File: src/rtl/kernel_jacobi_2d_udiv_seq.sv
// Radix-2 restoring unsigned divider with start/done handshake and clock enable.
// One quotient bit per enabled clock; din0_WIDTH enabled edges from start to result.
module kernel_jacobi_2d_udiv_seq #(
    parameter int unsigned ID         = 32'd1,
    parameter int unsigned din0_WIDTH = 32'd20,
    parameter int unsigned din1_WIDTH = 32'd11
) (
    input  logic                  clk,
    input  logic                  reset,
    input  logic                  ce,
    input  logic                  start,
    input  logic [din0_WIDTH-1:0] din0,
    input  logic [din1_WIDTH-1:0] din1,
    output logic                  busy,
    output logic                  done,
    output logic [din0_WIDTH-1:0] quo,
    output logic [din1_WIDTH-1:0] rem
);
    localparam int unsigned CW = $clog2(din0_WIDTH + 1);
    localparam int unsigned PW = din1_WIDTH + 1;
    localparam logic [CW-1:0] LAST = CW'(din0_WIDTH - 1);

    typedef enum logic [1:0] {S_IDLE, S_CALC, S_DONE} state_t;

    state_t                r_state, w_state_nx;
    logic [CW-1:0]         r_cnt;
    logic [din0_WIDTH-1:0] r_dvd;
    logic [din1_WIDTH-1:0] r_dsr;
    logic [PW-1:0]         r_prem;
    logic [PW:0]           w_shift;
    logic                  w_ge;
    logic [PW-1:0]         w_prem_nx;
    logic [din0_WIDTH-1:0] w_quo_nx;
    logic                  w_load;
    logic                  w_last;

    // Dividend register doubles as the quotient accumulator: bits shift out the
    // top into the partial remainder while quotient bits enter at the bottom.
    assign w_shift   = {r_prem, r_dvd[din0_WIDTH-1]};
    assign w_ge      = w_shift >= (PW + 1)'(r_dsr);
    assign w_prem_nx = w_ge ? PW'(w_shift - (PW + 1)'(r_dsr)) : w_shift[PW-1:0];
    assign w_quo_nx  = {r_dvd[din0_WIDTH-2:0], w_ge};
    assign w_last    = (r_cnt == LAST);

    assign busy = (r_state == S_CALC);
    assign done = (r_state == S_DONE);

    always_ff @(posedge clk) begin
        if (reset)   r_state <= S_IDLE;
        else if (ce) r_state <= w_state_nx;
    end

    always_comb begin
        w_state_nx = r_state;
        w_load     = 1'b0;
        case (r_state)
            S_IDLE: if (start) begin
                w_load     = 1'b1;
                w_state_nx = S_CALC;
            end
            S_CALC: if (w_last) w_state_nx = S_DONE;
            S_DONE: begin
                if (start) begin
                    w_load     = 1'b1;
                    w_state_nx = S_CALC;
                end else begin
                    w_state_nx = S_IDLE;
                end
            end
            default: w_state_nx = S_IDLE;
        endcase
    end

    always_ff @(posedge clk) begin
        if (reset) begin
            r_cnt  <= '0;
            r_dvd  <= '0;
            r_dsr  <= '0;
            r_prem <= '0;
            quo    <= '0;
            rem    <= '0;
        end else if (ce) begin
            if (w_load) begin
                r_dvd  <= din0;
                r_dsr  <= din1;
                r_prem <= '0;
                r_cnt  <= '0;
            end else if (r_state == S_CALC) begin
                r_dvd  <= w_quo_nx;
                r_prem <= w_prem_nx;
                r_cnt  <= r_cnt + 1'b1;
                // Final iteration's result goes straight to the outputs.
                if (w_last) begin
                    quo <= w_quo_nx;
                    rem <= w_prem_nx[din1_WIDTH-1:0];
                end
            end
        end
    end
endmodule

File: config.mk
export PLATFORM = sky130hd
export DESIGN_NAME = kernel_jacobi_2d_udiv_seq
export DESIGN_NICKNAME = d
export VERILOG_FILES = /design/src/rtl/kernel_jacobi_2d_udiv_seq.sv
export SDC_FILE = /design/constraint.sdc
export NUM_CORES = 1
export LEC_CHECK = 0
export BUFFER_PORTS_ARGS = -buffer_cell sky130_fd_sc_hd__buf_2
export CORE_MARGIN = 2
export CORE_UTILIZATION = 35
export CTS_BUF_LIST = sky130_fd_sc_hd__clkbuf_4
export CTS_CLUSTER_DIAMETER = 80
export DETAILED_ROUTE_END_ITERATION = 6
export GPL_ROUTABILITY_DRIVEN = 0
export PLACE_DENSITY = 0.53
export SYNTH_ARGS = -nofsm -noshare
export SYNTH_HDL_FRONTEND = slang
export SYNTH_SLANG_ARGS = --single-unit
File: constraint.sdc
create_clock -name clk -period 6.16 [get_ports clk]
set_clock_uncertainty 0.1 [all_clocks]
set_input_delay 1.232 -clock clk [delete_from_list [all_inputs] [get_ports clk]]
set_output_delay 1.232 -clock clk [all_outputs]
set_load 0.05 [all_outputs]
# --- Yosys cells after proc, flatten, opt, wreduce, memory -nomap -nowiden ---
# Cells that the tools add are included.
word_totals:
  ff_bits: 81
  latchBits: 0
  ram_bits: 0
  mem_bits_ro: 0
  inputBits: 35
  out_inout_bits: 33
  word_cells: 36
  mem_count: 0
classes:
  n_addsub: 2
  multipliers: 0
  n_div: 0
  n_lt_le_gt_ge: 1
  n_eq_ne: 5
  shift: 0
  muxes: 13
  bitwise_logic: 1
  n_reduce_logical: 7
ops:
  columns: ["cell", "count"]
  rows:
  - ["2-to-1 mux 20 bit", 2]
  - ["2-to-1 mux 12 bit", 3]
  - [">= comparator 13 x 11 -> 1 bit", 1]
  - ["subtractor 12 x 11 -> 12 bit", 1]
  - ["2-to-1 mux 5 bit", 2]
  - ["one-hot mux 2 bit (3 select lines)", 1]
  - ["adder 5 x 1 -> 5 bit (second input constant)", 1]
  - ["== test 5 bit (second input constant)", 1]
  - ["2-to-1 mux 2 bit", 2]
  - ["AND reduction 2 bit", 2]
  - ["AND reduction 4 bit", 1]
  - ["2-to-1 mux 1 bit", 3]
  - ["AND reduction 3 bit", 1]
  - ["== test 2 x 1 -> 1 bit (second input constant)", 1]
  - ["== test 2 bit (second input constant)", 1]
  - ["zero test 2 bit", 1]
  - ["!= test 2 x 1 -> 1 bit (second input constant)", 1]
  - ["!= test 2 bit (second input constant)", 1]
  - ["nonzero test 2 bit", 1]
  - ["OR reduction 2 bit", 1]
  - ["NOT 1 bit", 1]

# --- Logic depth before layout (Yosys ltp) ---
# Gate-level depths: netlist (run 1).
logic_depth:
  depth_word: 5
  ltp_mapped: 10
  depth_no_buf: 10

# --- Least setup slack after synthesis (run 1) ---
# OpenSTA, ideal clock, no wires.
synth_path:
  kind: "in2reg"
  start: "input ce"
  end: "register r_prem[11]"
  arrival_time_ps: 2393
  required_time_ps: 5986
  path_slack_ps: 3593
  path_stages: 7
  path_cell_list: "clkbuf_1 > nand3b_1 > or2_2 > clkbuf_1 > nor2_1 > nand3_1 > o21ai_0"
synth_between:
  elab_chain_len: 1
synth_lines:
  columns: ["element", "line", "rtl"]
  rows:
  - ["start, declared", "10", "input logic ce,"]
  - ["AND reduction 2 bit (no source line)", null, null]
  - ["end signal, assigned", "90", "r_prem <= w_prem_nx;"]
  - ["end, declared", "29", "logic [PW-1:0] r_prem;"]
# No other way between the ends.
# A chain may end at the register's enable or synchronous reset.

# --- Worst setup path in the final report (run 1) ---
layout_path:
  start: "register r_cnt[0]"
  end: "register rem[0]"
layout_between:
  elab_chain_len: 2
layout_lines:
  columns: ["element", "line", "rtl"]
  rows:
  - ["start, declared", "26", "logic [CW-1:0] r_cnt;"]
  - ["start signal, assigned", "91", "r_cnt <= r_cnt + 1'b1;"]
  - ["== test 5 bit", "43", "assign w_last = (r_cnt == LAST);"]
  - ["AND reduction 4 bit (no source line)", null, null]
  - ["end signal, assigned", "95", "rem <= w_prem_nx[din1_WIDTH-1:0];"]
  - ["end, declared", "17", "output logic [din1_WIDTH-1:0] rem"]
# No other way between the ends.

==> key figures, run 1 <==
Synth
  – Netlist cell types: between 50 and 60
  – Post-Syn Instances: 462
  – Area fraction in compound gates after synthesis: between 20% and 30%
  – Post-synth top area cell: dfxtp_1
  – Avg Cell Area, Syn: ~8.5 sq um
  – Syn_nets: between 500 and 600
  – XOR/XNOR Fraction of Synth Area: under 10%
  – Synth top area share: between 40% and 50%
  – Seq/Total Area, Yosys: between 40% and 50%
  – Async SR Flop Fraction: 0%
  – Mux contribution to synthesized area: under 10%
  – Post-synth EDFFs: 0
  – Largest cells by area after synthesis: dfxtp_1 41%, nand2_1 7.9%, mux2i_1 6.7%
  – Synthesized area: just under 4000 sq um
  – Simple-gate share of the synthesized area: between 10% and 20%
  – Adder-cell area share of the yosys netlist: 4.35%
  – Top FF cell, synth: dfxtp_1
  – #FFs+latches synth: 81
  – Yosys warnings: 0
  – Main combinational cell family by area after synthesis: compound AO/OA/AOI/OAI gates

Timing
  – Final Hold Viols: 0
  – TNS Setup: 0 ns
  – Actual slew at the worst max-slew pin: between 1 and 1.5 ns
  – RSZ-0062 raised after global routing: no
  – Final WS setup: 3.18 ns
  – Fmax: roughly 340 MHz
  – Count of pins over their slew limit: 0
  – Clock period minus worst slack: just under 3 ns
  – Hold WS: between 0.3 and 0.4 ns
  – Max-slew headroom: about a fifth
  – Period utilisation layout: 48.3%
  – Final setup vio count: 0

Clocking
  – CTS Buf Count: 9
  – Clk root buf: clkbuf_4
  – Hold Buf Count CTS: 0
  – Clk sink count: 81
  – Level count of the clock H-tree: 3
  – Clock Pin Slew Worst Setup and Hold Paths: around 0.15 ns
  – Post_cts resized: 0
  – Clk_lat worst skew: 0.44 ns
  – Number of post-CTS setup repair buffers: 0
  – CTS tree: yes
  – Clock Path Buffers: 2

Global routing
  – Gr usage total: between 10% and 20%
  – Number of global-route vias before repair: 3,028
  – Global route overflow: 0
  – Initial antenna violation count: 0
  – First-pass GRT wire length: around 16,000 um
  – Maximum number of pins on one net before global-route repair: 44

Final layout
  – Share of layout cells above drive strength 1: between 10% and 20%
  – Inserted Diodes: 0
  – Final Core Density: 40.9%
  – Non-filler cells, final: 657
  – Filler cells: 1,117
  – Final nets: 560
  – Area growth, synth to finish: 14.0%

Power and ir drop
  – Psw: between 300 and 400 uW
  – Comb pwr share: ~22%
  – Switching Share: 32.1%
  – IR drop worst, VDD: 204 uV
  – Sequential power share: around half
  – Power Dens Cells: 254 nW/um^2
  – Clock network power share: around 29%
  – Cell Int Power: 769 uW
  – Leak: between 1.5 and 2 nW

Floorplan
  – # IOs: between 60 and 70
  – Die area: 12,000 sq um
  – Die Span X: around 110 um
  – Initial core utilization: 35.9%
  – Core area: between 10,000 and 15,000 sq um
  – Row cnt: 38
  – Chip Height: 110 um

Setup path
  – Data arrival, critical path: between 3 and 4 ns
  – CP peak stage delay: about 0.97 ns
  – Critical path class: reg -> reg
  – Crit path max fanout: 27
  – CP Launch Type: flip-flop
  – Critical Path Sink: rem[0]$_SDFFE_PP0P_
  – R2r setup slk: 3.18 ns
  – Element type at the critical path end: flip-flop
  – Worst-path cell chain: ha_1, nor4bb_1, nand3_1, nor4_1, a211o_1
  – Reg-to-Reg Start: r_cnt[0]$_SDFFE_PP0P_
  – CP max stage cell: nand3_1
  – CP Data Required Time: around 6.5 ns
  – CP startpoint: r_cnt[0]$_SDFFE_PP0P_
  – R2R Path End: rem[0]$_SDFFE_PP0P_
  – Length in cells of the worst reg-to-reg path: 5

Placed design
  – Setup WS pre-CTS: 2.97 ns
  – Hpwl dp: around 7000 um
  – Port bufs: 67
  – Inst Count DP: ~640

Route
  – Final WL: between 9000 and 10,000 um
  – Initial drt markers: around 120
  – Via density: between 5 and 6
  – Drt wl/cell: between 10 and 15 um
  – Vias: around 3,400
  – Final ANT Viol Nets: 0
  – Drt pass-1 iters: 4
  – DRC Markers: 0

Worst hold path
  – HP Class: reg -> reg
  – Hold path start: quo[12]$_SDFFE_PP0P_

Job
  – Max_cap viols: 0

Status
  – Status: finished, final reports clean
## metal layers
| layer | vias up | track usage (%) | share of wire (%) |
|---|---|---|---|
| met5 | - | 0 | 0 |
| met4 | 0 | 5.88 | 1.7 |
| met3 | 13 | 3.50 | 4.4 |
| met2 | 72 | 25.4 | 45 |
| met1 | 1546 | 23.6 | 49 |
| li1 | 1721 | - | - |
## cell usage after synthesis, types with 3 or more instances
cell and number:
nand3b_1 5, a31oi_1 4, mux2i_1 26, dfxtp_1 81
ha_1 12, a21o_1 3, nand3_1 3, o211ai_1 4
xnor2_1 4, nand2_1 82, clkbuf_1 17, nand2b_1 4
nor2b_1 5, a211oi_1 27, nor2_1 42, o21ai_1 8
xor2_1 5, buf_1 5, a21oi_1 40, nand4_1 5
o21a_1 5, inv_1 16, buf_2 8, o21ai_0 9
## flip-flops by register name, summed over array words and instances (netlist names)
register and flops:
quo 20, r_cnt 5, r_dsr 11, r_dvd 20, r_prem 12, r_state 2, rem 11
## cell type report
cell class                      instances  area [sq um]  share of cell area, %
Multi-Input combinational cell        333          2090                   46.9
Sequential cell                        81          1620                   36.4
Timing Repair Buffer                   71           365                   8.20
Tap cell                              140           175                   3.93
Clock inverter                          7          77.6                   1.74
Clock buffer                            9          67.6                   1.52
Inverter                               16          60.1                   1.35
## cell usage in the layout, fill, tap and decap left out, drive strengths merged, types with 2 or more instances in the layout
master / count
mux2i: 26
nand4: 5
buf: 71
nor3b: 2
a211oi: 27
ha: 12
or2: 2
nand3b: 5
dfxtp: 81
nor2: 42
a311oi: 2
o211ai: 5
o2111ai: 2
inv: 18
nor3: 2
o21a: 5
o31ai: 4
a21oi: 40
a21o: 3
nand2: 82
nor2b: 5
nand3: 4
and3: 2
clkinv: 3
xnor2: 4
xor2: 5
clkbuf: 9
a31oi: 4
a211o: 2
nand2b: 4
o311ai: 2
nor4bb: 2
o21ai: 17
## power groups by stage
stage / Sequential, mW / Clock (mW) / Combinational [mW]
floorplan: 0.564 / 0 / 0.196
global placement: 0.569 / 0 / 0.247
detailed placement: 0.569 / 0 / 0.248
CTS: 0.558 / 0.339 / 0.249
global route: 0.561 / 0.358 / 0.274
finish: 0.558 / 0.325 / 0.249
## worst max-delay path, delay by kind of cell, from the launching register on
family | cells | cell delay, ns
adder cells (fa/ha/maj) | 1 | 0.22
AO/OA/AOI/OAI | 1 | 0.15
flip-flops | 1 | 0.40
AND/OR/NAND/NOR | 3 | 2.06
## worst min path at each step
stage	to	slack, ns	cells past startpoint
finish	quo[12]$_SDFFE_PP0P_	0.36	2
global route	quo[12]$_SDFFE_PP0P_	0.38	2
CTS	quo[12]$_SDFFE_PP0P_	0.36	2
detailed placement	quo[12]$_SDFFE_PP0P_	0.34	2
global placement	quo[16]$_SDFFE_PP0P_	0.34	2
floorplan	r_dsr[10]$_SDFFE_PP0P_	0.34	2
## cell families (layout without fill, tap and decap cells)
family                   Yosys count  in the layout
multiplexers                      26             26
buffers and inverters             48            103
AND/OR/NAND/NOR                  163            163
flip-flops                        81             81
XOR/XNOR                           9              9
AO/OA/AOI/OAI                    122            122
adder cells (fa/ha/maj)           13             13
## stage by stage
stage / instance area (sq um) / power [mW]
floorplan: 3910 / 0.760
global placement: 4310 / 0.816
detailed placement: 4310 / 0.818
CTS: 4460 / 1.15
global route: 4460 / 1.19
finish: 4460 / 1.13
Power figures use the tool's default switching activity.
==> run 2, diff against run 1 <==
Settings changed: ABC_AREA set to 1.
Clock period 6.16 ns to 2.77 ns, I/O delays scaled along.
==> key figures, run 2 <==
Floorplan
  – Row cnt: 39
  – # IOs: 68
  – Chip Height: 112 um
  – Initial core utilization: between 30 and 40%
  – Die Span X: 112 um
  – Core area: 11,400 sq um
  – Die area: ~13,000 sq um

Route
  – DRC Markers: 0
  – Drt pass-1 iters: 5
  – Final ANT Viol Nets: 0
  – Vias: 3,927
  – Final WL: 10,700 um
  – Via density: 4.95
  – Drt wl/cell: about 14 um
  – Initial drt markers: ~210

Setup path
  – Critical path class: reg -> reg
  – CP most frequent cell: nand2_1
  – CP peak stage delay: 0.37 ns
  – Worst-path cell chain: inv_1, ha_1, nand2_1, inv_2, nand2_1, inv_1, a21oi_4, nand3_2, nand2_1, nand2_1, a21o_1, inv_1
  – CP max stage cell: nand3_2
  – CP Data Required Time: ~3.1 ns
  – Element type at the critical path end: flip-flop
  – Crit path max fanout: 14
  – Data arrival, critical path: 2.76 ns
  – CP Launch Type: flip-flop

Placed design
  – Port bufs: 67
  – Hpwl dp: about 7700 um

Final layout
  – Biggest regs: quo x20, r_dvd x20, r_prem x12
  – Area growth, synth to finish: 13.6%
  – Most frequent cells in the layout: 126 x nand2_1, 81 x dfxtp_1, 69 x nor2_1, 67 x buf_2, 65 x inv_1
  – Share of layout cells above drive strength 1: ~18%
  – Inserted Diodes: 0
  – Most common cell after layout, fill and taps aside: nand2_1
  – Final nets: between 600 and 700

Clocking
  – Level count of the clock H-tree: 3
  – Clk_lat worst skew: 0.45 ns
  – Hold Buf Count CTS: 0
  – CTS tree: yes
  – CTS Buf Count: 9
  – Number of post-CTS setup repair buffers: 0
  – Clk root buf: clkbuf_4
  – Post_cts resized: 0
  – Clk sink count: ~80
  – Clock Path Buffers: 2
  – Clock Pin Slew Worst Setup and Hold Paths: between 0.1 and 0.15 ns

Status
  – Status: finished, final reports clean

Synth
  – Synth top cells by count: 126 x nand2_1, 81 x dfxtp_1, 69 x nor2_1
  – Synthesized area: roughly 4000 sq um
  – Largest cells by area after synthesis: dfxtp_1 40%, nand2_1 12%, o21ai_0 6.7%
  – Most frequent cell after synthesis: nand2_1
  – Seq/Total Area, Yosys: between 30 and 40%
  – Yosys warnings: 0
  – Top FF cell, synth: dfxtp_1
  – Post-synth top area cell: dfxtp_1
  – #FFs+latches synth: 81
  – Synth top area share: between 30 and 40%
  – Syn_nets: between 600 and 700
  – Post-synth EDFFs: 0
  – Async SR Flop Fraction: 0%
  – Avg Cell Area, Syn: 6.90 sq um
  – Netlist cell types: 34
  – Post-Syn Instances: 593

Global routing
  – Gr usage total: between 15 and 20%
  – Met2 Use GR: between 20 and 30%
  – Initial antenna violation count: 0
  – Maximum number of pins on one net before global-route repair: 43
  – GR Layer Usage met3: roughly 5.5%
  – GR peak layer: met2
  – First-pass GRT wire length: ~18,000 um
  – Met1 Usage GRT: about a quarter
  – Global route overflow: 0
  – Number of global-route vias before repair: ~3,800

Power and ir drop
  – Leak: 2.29 nW
  – Power Dens Cells: ~580 nW/um^2
  – Design Power: around 2.7 mW
  – IR drop worst, VDD: 295 uV

Timing
  – Fmax: 407 MHz
  – RSZ-0062 raised after global routing: no
  – Max-slew headroom: 43.3%
  – TNS Setup: 0 ns
  – Final setup vio count: 0
  – Count of pins over their slew limit: 0
  – Actual slew at the worst max-slew pin: roughly 0.85 ns
  – Clock period minus worst slack: between 2 and 2.5 ns
  – Final Hold Viols: 0
  – Period utilisation layout: slightly below 90%

Job
  – Max_cap viols: 0

Worst hold path
  – HP Class: in -> reg
## run 2: kinds of logic after synthesis
| family | count (synthesis) | synth area share (%) |
|---|---|---|
| xor+xnor | 3 | 0.642 |
| buf+inv | 102 | 10.1 |
| simple gates | 277 | 29.6 |
| compound gates | 117 | 15.9 |
| flops | 81 | 39.6 |
| fa+ha+maj | 13 | 4.16 |
## run 2: worst max-delay path: cells and delay by family, from the launching register on
family	cells	cell delay, ns
compound gates	2	0.50
fa+ha+maj	1	0.36
buf+inv	4	0.23
flops	1	0.33
simple gates	5	0.90
## run 2: per-layer routing
layer  up-vias  wire, um
met4         0        97
met5         -         0
met3         7       547
li1       2042         -
met1      1756      5190
met2       122      4900
## run 2: worst paths after layout
path,start,endpoint,slack (ns),depth (start not counted)
worst max register to register,r_dsr[9]$_SDFFE_PP0P_,rem[5]$_SDFFE_PP0P_,0.31,12
worst min-delay path,din1[0],r_dsr[0]$_SDFFE_PP0P_,0.26,3
worst max-delay path,r_dsr[9]$_SDFFE_PP0P_,rem[5]$_SDFFE_PP0P_,0.31,12
worst min register to register,r_dsr[3]$_SDFFE_PP0P_,r_dsr[3]$_SDFFE_PP0P_,0.37,2
## run 2: power breakdown
part | internal, mW | switching [mW] | leakage (nW) | total (mW)
registers | 1.22 | 0.0349 | 0.659 | 1.25
clock network | 0.281 | 0.433 | 0.0743 | 0.715
logic | 0.236 | 0.489 | 1.55 | 0.725
## run 2: cell type report
type / count / area [sq um]
clock inverters: 5 / 56.3
fillers: 1222 / 6770
flip-flops and latches: 81 / 1620
inverters: 70 / 263
repair buffers: 75 / 395
multi-input cells: 410 / 2060
clock buffers: 10 / 75.1
well taps: 143 / 179
## run 2: per-stage QoR
step / worst slack [ns] / util (%) / area [sq um] / std cells / hold slack [ns]
6_report: 0.310 / 40.7 / 4650 / 794 / 0.256
5_1_grt: 0.0742 / 40.7 / 4650 / 794 / 0.225
4_1_cts: 0.285 / 40.7 / 4650 / 794 / 0.219
3_5_place_dp: 0.310 / 39.6 / 4520 / 779 / 0.360
3_3_place_gp: 0.371 / 39.6 / 4520 / 779 / 0.355
2_1_floorplan: 0.906 / - / 4090 / 593 / 0.335
==> run 3, diff against run 2 <==
Settings changed: ABC_AREA 1 to unset.
==> key figures, run 3 (same netlist as run 1, synthesis figures left out) <==
Clocking
  – Clock Pin Slew Worst Setup and Hold Paths: roughly 0.14 ns
  – Clk_lat worst skew: between 0.4 and 0.5 ns
  – Hold Buf Count CTS: 0
  – Clk sink count: 81
  – Clk root buf: clkbuf_4
  – CTS Buf Count: 9
  – Clock Path Buffers: 2
  – CTS tree: yes
  – Number of post-CTS setup repair buffers: 0
  – Level count of the clock H-tree: 3
  – Post_cts resized: 0

Timing
  – Final Hold Viols: 0
  – Max-slew headroom: around half
  – Final setup vio count: 0
  – Actual slew at the worst max-slew pin: about 0.76 ns
  – Period utilisation layout: between 90 and 100%
  – Count of pins over their slew limit: 0
  – Hold WS: roughly 0.24 ns
  – RSZ-0062 raised after global routing: no
  – TNS Setup: 0 ns
  – Fmax: between 300 and 400 MHz
  – Clock period minus worst slack: approximately 2.6 ns

Final layout
  – Area of the multi-input gates: between 2000 and 2500 sq um
  – Flip-flop and latch area: 1620 sq um
  – Filler cells: around 1,100
  – Most frequent cells in the layout: 82 x nand2_1, 81 x dfxtp_1, 67 x buf_2, 42 x nor2_1, 40 x a21oi_1
  – Final nets: 566
  – Share of layout cells above drive strength 1: 20.3%
  – Most common cell after layout, fill and taps aside: nand2_1
  – Biggest regs: quo x20, r_dvd x20, r_prem x12
  – Inserted Diodes: 0
  – Area growth, synth to finish: 14.9%

Floorplan
  – Chip Height: between 100 and 150 um
  – # IOs: around 70
  – Die Span X: around 110 um
  – Row cnt: 38
  – Initial core utilization: roughly 36%
  – Die area: roughly 12,000 sq um
  – Core area: approximately 11,000 sq um

Power and ir drop
  – Cell Int Power: about 1.7 mW
  – Sequential power share: 49.2%
  – Switching Share: about a third
  – IR drop worst, VDD: between 200 and 250 uV
  – Leak: ~1.8 nW
  – Power Dens Cells: roughly 560 nW/um^2
  – Psw: around 790 uW
  – Clock network power share: 28.8%
  – Comb pwr share: between 20 and 25%

Setup path
  – CP max stage cell: ha_1
  – Critical path class: reg -> reg
  – CP peak stage delay: approximately 0.4 ns
  – Element type at the critical path end: flip-flop
  – Length in cells of the worst reg-to-reg path: 7
  – Worst-path cell chain: ha_1, a21o_1, a31o_4, o31ai_4, nand3_2, mux2i_1, a211oi_1
  – Data arrival, critical path: 2.79 ns
  – Crit path max fanout: 12
  – CP Data Required Time: roughly 3.0 ns
  – CP Launch Type: flip-flop

Worst hold path
  – Hold depth: 3
  – HP Class: in -> reg

Global routing
  – Global route overflow: 0
  – Number of global-route vias before repair: between 3,000 and 4,000
  – First-pass GRT wire length: approximately 15,000 um
  – Initial antenna violation count: 0
  – Gr usage total: 16.6%
  – Maximum number of pins on one net before global-route repair: 39

Route
  – Final WL: between 9000 and 10,000 um
  – Final ANT Viol Nets: 0
  – DRC Markers: 0
  – Via density: roughly 5.2
  – Drt wl/cell: around 15 um
  – Initial drt markers: 163
  – Vias: roughly 3,400
  – Drt pass-1 iters: 4

Placed design
  – Port bufs: between 60 and 70
  – Hpwl dp: around 7100 um

Job
  – Max_cap viols: 0

Status
  – Status: finished, final reports clean
## run 3: cell types whose count changed in the layout (fill, tap and decap cells not counted), moves of 27 or more
cell / previous run / this run
nand2_1: 126 / 82
o21ai_0: 55 / 9
inv_1: 65 / 16
a211oi_1: 0 / 27
nand3_1: 41 / 3
nor2_1: 69 / 42
## run 3: path summary, 6_finish.rpt
path / from / end / slack, ns
setup reg to reg: r_prem[3]$_SDFFE_PP0P_ / rem[5]$_SDFFE_PP0P_ / 0.21
setup / recovery: r_prem[3]$_SDFFE_PP0P_ / rem[5]$_SDFFE_PP0P_ / 0.21
hold / removal: din1[5] / r_dsr[5]$_SDFFE_PP0P_ / 0.24
hold reg to reg: quo[19]$_SDFFE_PP0P_ / quo[19]$_SDFFE_PP0P_ / 0.36
## run 3: per-stage QoR
step                instance area [sq um]  total power [mW]  utilization (%)  instances  setup slack [ns]
floorplan                            3910              1.69                -        462             0.455
global placement                     4360              1.81             40.0        647             0.334
detailed placement                   4360              1.81             40.0        647             0.232
CTS                                  4490              2.54             41.3        663             0.220
global route                         4490              2.66             41.3        663            0.0821
finish                               4490              2.52             41.3        663             0.211
## run 3: area by class of cell
type | count | share of cell area [%]
inverters | 16 | 1.34
well taps | 140 | 3.90
clock buffers | 11 | 1.84
clock inverters | 5 | 1.23
multi-input cells | 333 | 46.5
repair buffers | 77 | 9.13
flip-flops and latches | 81 | 36.1
## run 3: worst max-delay path, delay by kind of cell (launching register included)
family,cells,cell delay [ns]
and+or+nand+nor,1,0.36
AOI/OAI and AO/OA,4,0.87
adders and majority gates,1,0.40
muxes,1,0.35
DFF,1,0.37
## run 3: power groups by stage
stage | clock (mW) | sequential (mW) | combinational (mW)
floorplan | 0 | 1.25 | 0.437
global placement | 0 | 1.26 | 0.545
detailed placement | 0 | 1.26 | 0.550
CTS | 0.748 | 1.24 | 0.553
global route | 0.806 | 1.25 | 0.606
finish | 0.723 | 1.24 | 0.555
## run 3: per-layer routing
metal / routed length, um / global-route usage, % / share of wire (%) / vias up
met2: 4340 / 25.7 / 45 / 72
li1: - / - / - / 1738
met4: 229 / 7.41 / 2.4 / 0
met1: 4650 / 22.4 / 48 / 1605
met3: 514 / 3.38 / 5.3 / 20
met5: 0 / 0 / 0 / -
